File: src/rtl/mips_status_monitor.sv
// Status-port consumer: counts R/I retirements and cycles, detects END/overflow/watchdog,
// then streams a 4-word summary (5 with MON_ADDR_CAPTURE_EN: captured PC) over valid/ready.
// Report outputs are registered and held while stalled; ready never feeds valid combinationally.
module mips_status_monitor #(
    parameter int CNT_W     = 32,
    parameter int MAX_CYCLE = 120000
) (
    input  logic        i_clk,
    input  logic        i_rst,
    input  logic [1:0]  i_status,
    input  logic        i_status_valid,
    input  logic        i_clear,
`ifdef MON_ADDR_CAPTURE_EN
    input  logic [31:0] i_pc,
`endif
    output logic        o_rpt_valid,
    input  logic        i_rpt_ready,
    output logic [31:0] o_rpt_data,
    output logic [2:0]  o_rpt_idx,
    output logic        o_done,
    output logic [1:0]  o_term_code,
    output logic        o_late_status
);

    typedef enum logic [1:0] {
        ST_RUN,
        ST_REPORT,
        ST_DONE
    } state_t;

    localparam logic [1:0] TC_RUN     = 2'd0;
    localparam logic [1:0] TC_END     = 2'd1;
    localparam logic [1:0] TC_OVF     = 2'd2;
    localparam logic [1:0] TC_TIMEOUT = 2'd3;

`ifdef MON_ADDR_CAPTURE_EN
    localparam logic [2:0] LAST_IDX = 3'd4;
`else
    localparam logic [2:0] LAST_IDX = 3'd3;
`endif

    localparam logic [CNT_W-1:0] CNT_MAX = {CNT_W{1'b1}};

    function automatic logic [CNT_W-1:0] sat_inc(input logic [CNT_W-1:0] v);
        return (v == CNT_MAX) ? v : v + CNT_W'(1);
    endfunction

    function automatic logic [31:0] zext(input logic [CNT_W-1:0] v);
        logic [31:0] w;
        w = '0;
        w[CNT_W-1:0] = v;
        return w;
    endfunction

    function automatic logic [31:0] word_at(
        input logic [2:0]       idx,
        input logic [CNT_W-1:0] r,
        input logic [CNT_W-1:0] i,
        input logic [CNT_W-1:0] cyc,
        input logic [1:0]       tc,
        input logic [31:0]      addr
    );
        logic [31:0] w;
        case (idx)
            3'd0:    w = zext(r);
            3'd1:    w = zext(i);
            3'd2:    w = zext(cyc);
            3'd3:    w = {30'b0, tc};
            3'd4:    w = addr;
            default: w = '0;
        endcase
        return w;
    endfunction

    state_t           state_q, state_d;
    logic [CNT_W-1:0] r_cnt_q, r_cnt_d;
    logic [CNT_W-1:0] i_cnt_q, i_cnt_d;
    logic [CNT_W-1:0] cyc_cnt_q, cyc_cnt_d;
    logic [1:0]       term_code_q, term_code_d;
    logic             late_q, late_d;
    logic             rpt_valid_q, rpt_valid_d;
    logic [31:0]      rpt_data_q, rpt_data_d;
    logic [2:0]       rpt_idx_q, rpt_idx_d;
    logic [31:0]      addr_q, addr_d;

    logic [CNT_W-1:0] cyc_inc;
    logic             term_now;

    always_comb begin
        state_d     = state_q;
        r_cnt_d     = r_cnt_q;
        i_cnt_d     = i_cnt_q;
        cyc_cnt_d   = cyc_cnt_q;
        term_code_d = term_code_q;
        late_d      = late_q;
        rpt_valid_d = rpt_valid_q;
        rpt_data_d  = rpt_data_q;
        rpt_idx_d   = rpt_idx_q;
        addr_d      = addr_q;
        cyc_inc     = sat_inc(cyc_cnt_q);
        term_now    = 1'b0;

        case (state_q)
            ST_RUN: begin
                cyc_cnt_d = cyc_inc;
                if (i_status_valid) begin
                    case (i_status)
                        2'd0: r_cnt_d = sat_inc(r_cnt_q);
                        2'd1: i_cnt_d = sat_inc(i_cnt_q);
                        2'd2: begin
                            term_code_d = TC_OVF;
                            term_now    = 1'b1;
                        end
                        default: begin
                            term_code_d = TC_END;
                            term_now    = 1'b1;
                        end
                    endcase
                end
                // A terminating status in the same cycle outranks the watchdog.
                if (!term_now && zext(cyc_inc) == 32'(MAX_CYCLE)) begin
                    term_code_d = TC_TIMEOUT;
                    term_now    = 1'b1;
                end
                if (term_now) begin
`ifdef MON_ADDR_CAPTURE_EN
                    addr_d = i_pc;
`endif
                    state_d     = ST_REPORT;
                    rpt_valid_d = 1'b1;
                    rpt_idx_d   = 3'd0;
                    rpt_data_d  = word_at(3'd0, r_cnt_d, i_cnt_d, cyc_cnt_d, term_code_d, addr_d);
                end
            end
            ST_REPORT: begin
                if (i_status_valid) begin
                    late_d = 1'b1;
                end
                if (i_rpt_ready) begin
                    if (rpt_idx_q == LAST_IDX) begin
                        state_d     = ST_DONE;
                        rpt_valid_d = 1'b0;
                        rpt_idx_d   = 3'd0;
                        rpt_data_d  = '0;
                    end else begin
                        rpt_idx_d  = rpt_idx_q + 3'd1;
                        rpt_data_d = word_at(rpt_idx_q + 3'd1, r_cnt_q, i_cnt_q, cyc_cnt_q,
                                             term_code_q, addr_q);
                    end
                end
            end
            ST_DONE: begin
                if (i_status_valid) begin
                    late_d = 1'b1;
                end
            end
            default: state_d = ST_RUN;
        endcase

        if (i_clear) begin
            state_d     = ST_RUN;
            r_cnt_d     = '0;
            i_cnt_d     = '0;
            cyc_cnt_d   = '0;
            term_code_d = TC_RUN;
            late_d      = 1'b0;
            rpt_valid_d = 1'b0;
            rpt_data_d  = '0;
            rpt_idx_d   = 3'd0;
            addr_d      = '0;
        end
    end

    always_ff @(posedge i_clk or posedge i_rst) begin
        if (i_rst) begin
            state_q     <= ST_RUN;
            r_cnt_q     <= '0;
            i_cnt_q     <= '0;
            cyc_cnt_q   <= '0;
            term_code_q <= TC_RUN;
            late_q      <= 1'b0;
            rpt_valid_q <= 1'b0;
            rpt_data_q  <= '0;
            rpt_idx_q   <= 3'd0;
            addr_q      <= '0;
        end else begin
            state_q     <= state_d;
            r_cnt_q     <= r_cnt_d;
            i_cnt_q     <= i_cnt_d;
            cyc_cnt_q   <= cyc_cnt_d;
            term_code_q <= term_code_d;
            late_q      <= late_d;
            rpt_valid_q <= rpt_valid_d;
            rpt_data_q  <= rpt_data_d;
            rpt_idx_q   <= rpt_idx_d;
            addr_q      <= addr_d;
        end
    end

    assign o_rpt_valid   = rpt_valid_q;
    assign o_rpt_data    = rpt_data_q;
    assign o_rpt_idx     = rpt_idx_q;
    assign o_done        = (state_q == ST_DONE);
    assign o_term_code   = term_code_q;
    assign o_late_status = late_q;

endmodule
File: config.mk
export PLATFORM = sky130hd
export DESIGN_NAME = mips_status_monitor
export DESIGN_NICKNAME = d
export VERILOG_FILES = /design/src/rtl/mips_status_monitor.sv
export SDC_FILE = /design/constraint.sdc
export NUM_CORES = 1
export LEC_CHECK = 0
export ABC_AREA = 1
export ABC_CLOCK_PERIOD_IN_PS = 4750
export CAP_MARGIN = 0
export CORE_MARGIN = 8
export CORE_UTILIZATION = 56
export CTS_CLUSTER_DIAMETER = 40
export DETAILED_ROUTE_END_ITERATION = 16
export PLACE_DENSITY = 0.9
export RECOVER_POWER = 50
export SYNTH_ARGS = -nofsm -noshare
export SYNTH_HDL_FRONTEND = slang
export SYNTH_SLANG_ARGS = --single-unit
File: constraint.sdc
create_clock -name i_clk -period 4.75 [get_ports i_clk]
set_clock_uncertainty 0.1 [all_clocks]
set_input_delay 0.95 -clock i_clk [delete_from_list [all_inputs] [get_ports i_clk]]
set_output_delay 0.95 -clock i_clk [all_outputs]
set_load 0.03 [all_outputs]
==> flow_summary.ini <==
[synth]
yosysTopAreaCellShare_pct = 35.53
async_set_or_reset_register_ratio_after_synthesis_pct = 100.0
synth_fp_nets = 1513
ys_dominant_reg_cell = dfrtp_1
yosys_register_bits = 137
syn_inst = 1492
yosysTopAreaCell = dfrtp_1
yosys_warnings = 0
synth_enable_flop_cells = 0
syn_area_per_cell_um2 = 6.466
ys_seq_area_share_pct = 35.53
synthMostInstantiatedCell = nand2_1
syn_area_mm2 = 0.009648
netlist_top_cells_area = dfrtp_1, nand2_1, o21ai_0
synth_cell_type_count = 34
synth.cells.most_frequent = nand2_1, nor2_1, inv_1, dfrtp_1, o21ai_0

[floorplan]
die_height_um = 147.3
design.die.area_mm2 = 0.02168
floorplan.initialDensity_pct = 56.57
die_x_um = 147.3
rows = 48
coreArea_mm2 = 0.01706
ioPinCount = 47

[outcome]
violations = capacitance limit, slew limit
status = finished with violations

[clock_network]
ctsResizeCount = 0
cts_buffers = 17
cts_buffer_depth = 2
cts-htree-levels = 4
cts-root-buf = clkbuf_16
cts_tree = yes
cts.hold.buffers_added = 0
cts.clk_slew.worst_paths_ns = 0.07
number_of_buffers_inserted_to_repair_setup_after_cts = 0
clk_latency_ns = 0.43
clock_sink_count = 137

[grt]
global_route.usage.met2_pct = 51.77
gr-total-overflow = 0
grt.total_usage_pct = 33.38
groute.layer.met1.usage_pct = 40.33
met3_usage_pct = 6.675
number_of_antenna_violations_at_the_first_check_in_global_routing = 0
grt_pass1_wl_um = 56680
number_of_global_route_vias_before_repair = 10270
grt-busiest-layer = met2
largest_net_degree_at_the_start_of_global_routing = 80

[drt]
drt_pass1_iterations = 9
via_per_inst = 6.220
route.detailed.drc = 0
drt_first_iter_violations = 1626
wire_per_inst_um = 20.66
via_count = 10900
number_of_nets_still_failing_antenna_checks_after_routing = 0
wirelength_um = 36200

[finish]
synthToLayoutAreaGrowth_pct = 12.38
final_util_pct = 63.57
num-nets-final = 1535
final_layout_size_suffix_gt1_share_pct = 4.257
antenna_cells = 0

[critical_path]
path_cells = clkdlybuf4s50_1 > clkbuf_1 > nand2_1 > nor2_1 > o21ai_0 > o21ai_0 > nand3_1 > nand2_1
criticalPathCategory = in2reg
peak_fanout_along_the_critical_path = 37
timing.critical_path.arrival_ns = 4.52
critical-path-max-stage-delay_ns = 1.32
startpoint = i_status_valid
setup.worst_path.end_class = flop
critical_path_required_time_ns = 5.02
critical_path.slowest_cell = clkbuf_1
rr_startpoint = cyc_cnt_q[0]$_DFFE_PP0N_
worst_setup_path_start_kind = primary input

[sta]
maxClockFrequency_ghz = 0.2354
layout_setup_ws_ns = 0.5025
grt_setup_unrepaired = no
relSlewSlack_pct = -83.30
setup_violations = 0
final_period_minus_worst_setup_slack_ns = 4.247
fin_worst_hold_slack_ns = 0.3883
report.final.slew_viol_count = 97
layout_worst_path_cycle_share_pct = 89.42
setup_total_negative_slack_ns = 0
tightest_slew_ns = 2.735
final-hold-violation-count = 0

[min_path]
hold_class = reg2reg
hold_start = o_rpt_data[17]$_DFFE_PP0P_

[pwr]
vdd_drop_max_mv = 0.4060
power.leakage_nw = 4.595
power-per-cell-area_mw_per_mm2 = 452.3

[placement]
routability_driven_placement_congestion_ratio = 1.064
hpwlAfterDp_um = 26650
dp_worst_setup_slack_ns = 1.042
port-buffer-count = 46

[job]
maxCapViolCount = 2
-- kinds of logic after synthesis --
kind of cell,share of synthesized area [%]
adder cells (fa/ha/maj),1.816
AND/OR/NAND/NOR,35.48
AO/OA/AOI/OAI,16.09
XOR/XNOR,2.451
buffers and inverters,8.624
flip-flops,35.53
-- sequential cells by signal, indices dropped and copies added (netlist names) --
name and cells:
cyc_cnt_q 32, i_cnt_q 32, o_late_status 1, o_rpt_data 32, o_rpt_idx 3, o_rpt_valid 1
o_term_code 2, r_cnt_q 32, state_q 2
-- placed cells by master, fill, tap and decap left out, types with 17 or more instances in the layout --
| cell type | instances |
|---|---|
| dfrtp_1 | 137 |
| inv_1 | 148 |
| a21oi_1 | 37 |
| nor2_1 | 166 |
| o22ai_1 | 71 |
| nor3_1 | 30 |
| nand2_1 | 469 |
| dlygate4sd3_1 | 17 |
| nand4_1 | 27 |
| xor2_1 | 26 |
| o21ai_0 | 128 |
| clkbuf_16 | 17 |
| o21ai_1 | 18 |
| clkdlybuf4s50_1 | 29 |
| nand3_1 | 113 |
-- worst max-delay path, delay by kind of cell --
family	cells	cell delay [ns]
AO/OA/AOI/OAI	2	0.46
buffers and inverters	2	1.82
AND/OR/NAND/NOR	4	1.27
-- layout make-up --
| cell class | instances | area [um2] |
|---|---|---|
| Fill cell | 1571 | 6213 |
| Multi-Input combinational cell | 1145 | 5383 |
| Sequential cell | 137 | 3428 |
| Inverter | 153 | 575.6 |
| Timing Repair Buffer | 60 | 574.3 |
| Clock buffer | 19 | 442.9 |
| Tap cell | 225 | 281.5 |
| Clock inverter | 13 | 157.7 |
-- worst paths after layout --
| check | to | slack [ns] | depth (start not counted) |
|---|---|---|---|
| hold / removal | o_rpt_data[17]$_DFFE_PP0P_ | 0.39 | 2 |
| setup reg to reg | o_rpt_data[13]$_DFFE_PP0P_ | 0.88 | 17 |
| max in group asynchronous | cyc_cnt_q[5]$_DFFE_PP0N_ | 1.63 | 3 |
| setup / recovery | o_rpt_data[1]$_DFFE_PP0P_ | 0.50 | 8 |
| min in group asynchronous | r_cnt_q[10]$_DFFE_PP0N_ | 1.63 | 2 |
| hold reg to reg | o_rpt_data[17]$_DFFE_PP0P_ | 0.39 | 2 |
-- where the power goes --
part / internal, mW / total [mW] / switching, mW
registers: 1.38 / 1.59 / 0.210
logic: 0.555 / 1.92 / 1.37
clock network: 0.805 / 1.39 / 0.584
total: 2.74 / 4.90 / 2.16
-- metrics by stage --
step | total power, mW | area (um2) | std cells
finish | 4.905 | 10840 | 1752
global route | 5.119 | 10840 | 1752
CTS | 4.876 | 10860 | 1752
detailed placement | 3.492 | 10260 | 1720
global placement | 3.462 | 10260 | 1720
floorplan | 2.804 | 9648 | 1492
-- layer usage --
metal	part of all wire [%]	up-vias
met5	0	-
met4	8.1	0
met3	11	183
met2	45	775
met1	36	4965
li1	-	4975
(Power assumes the default switching activity.)
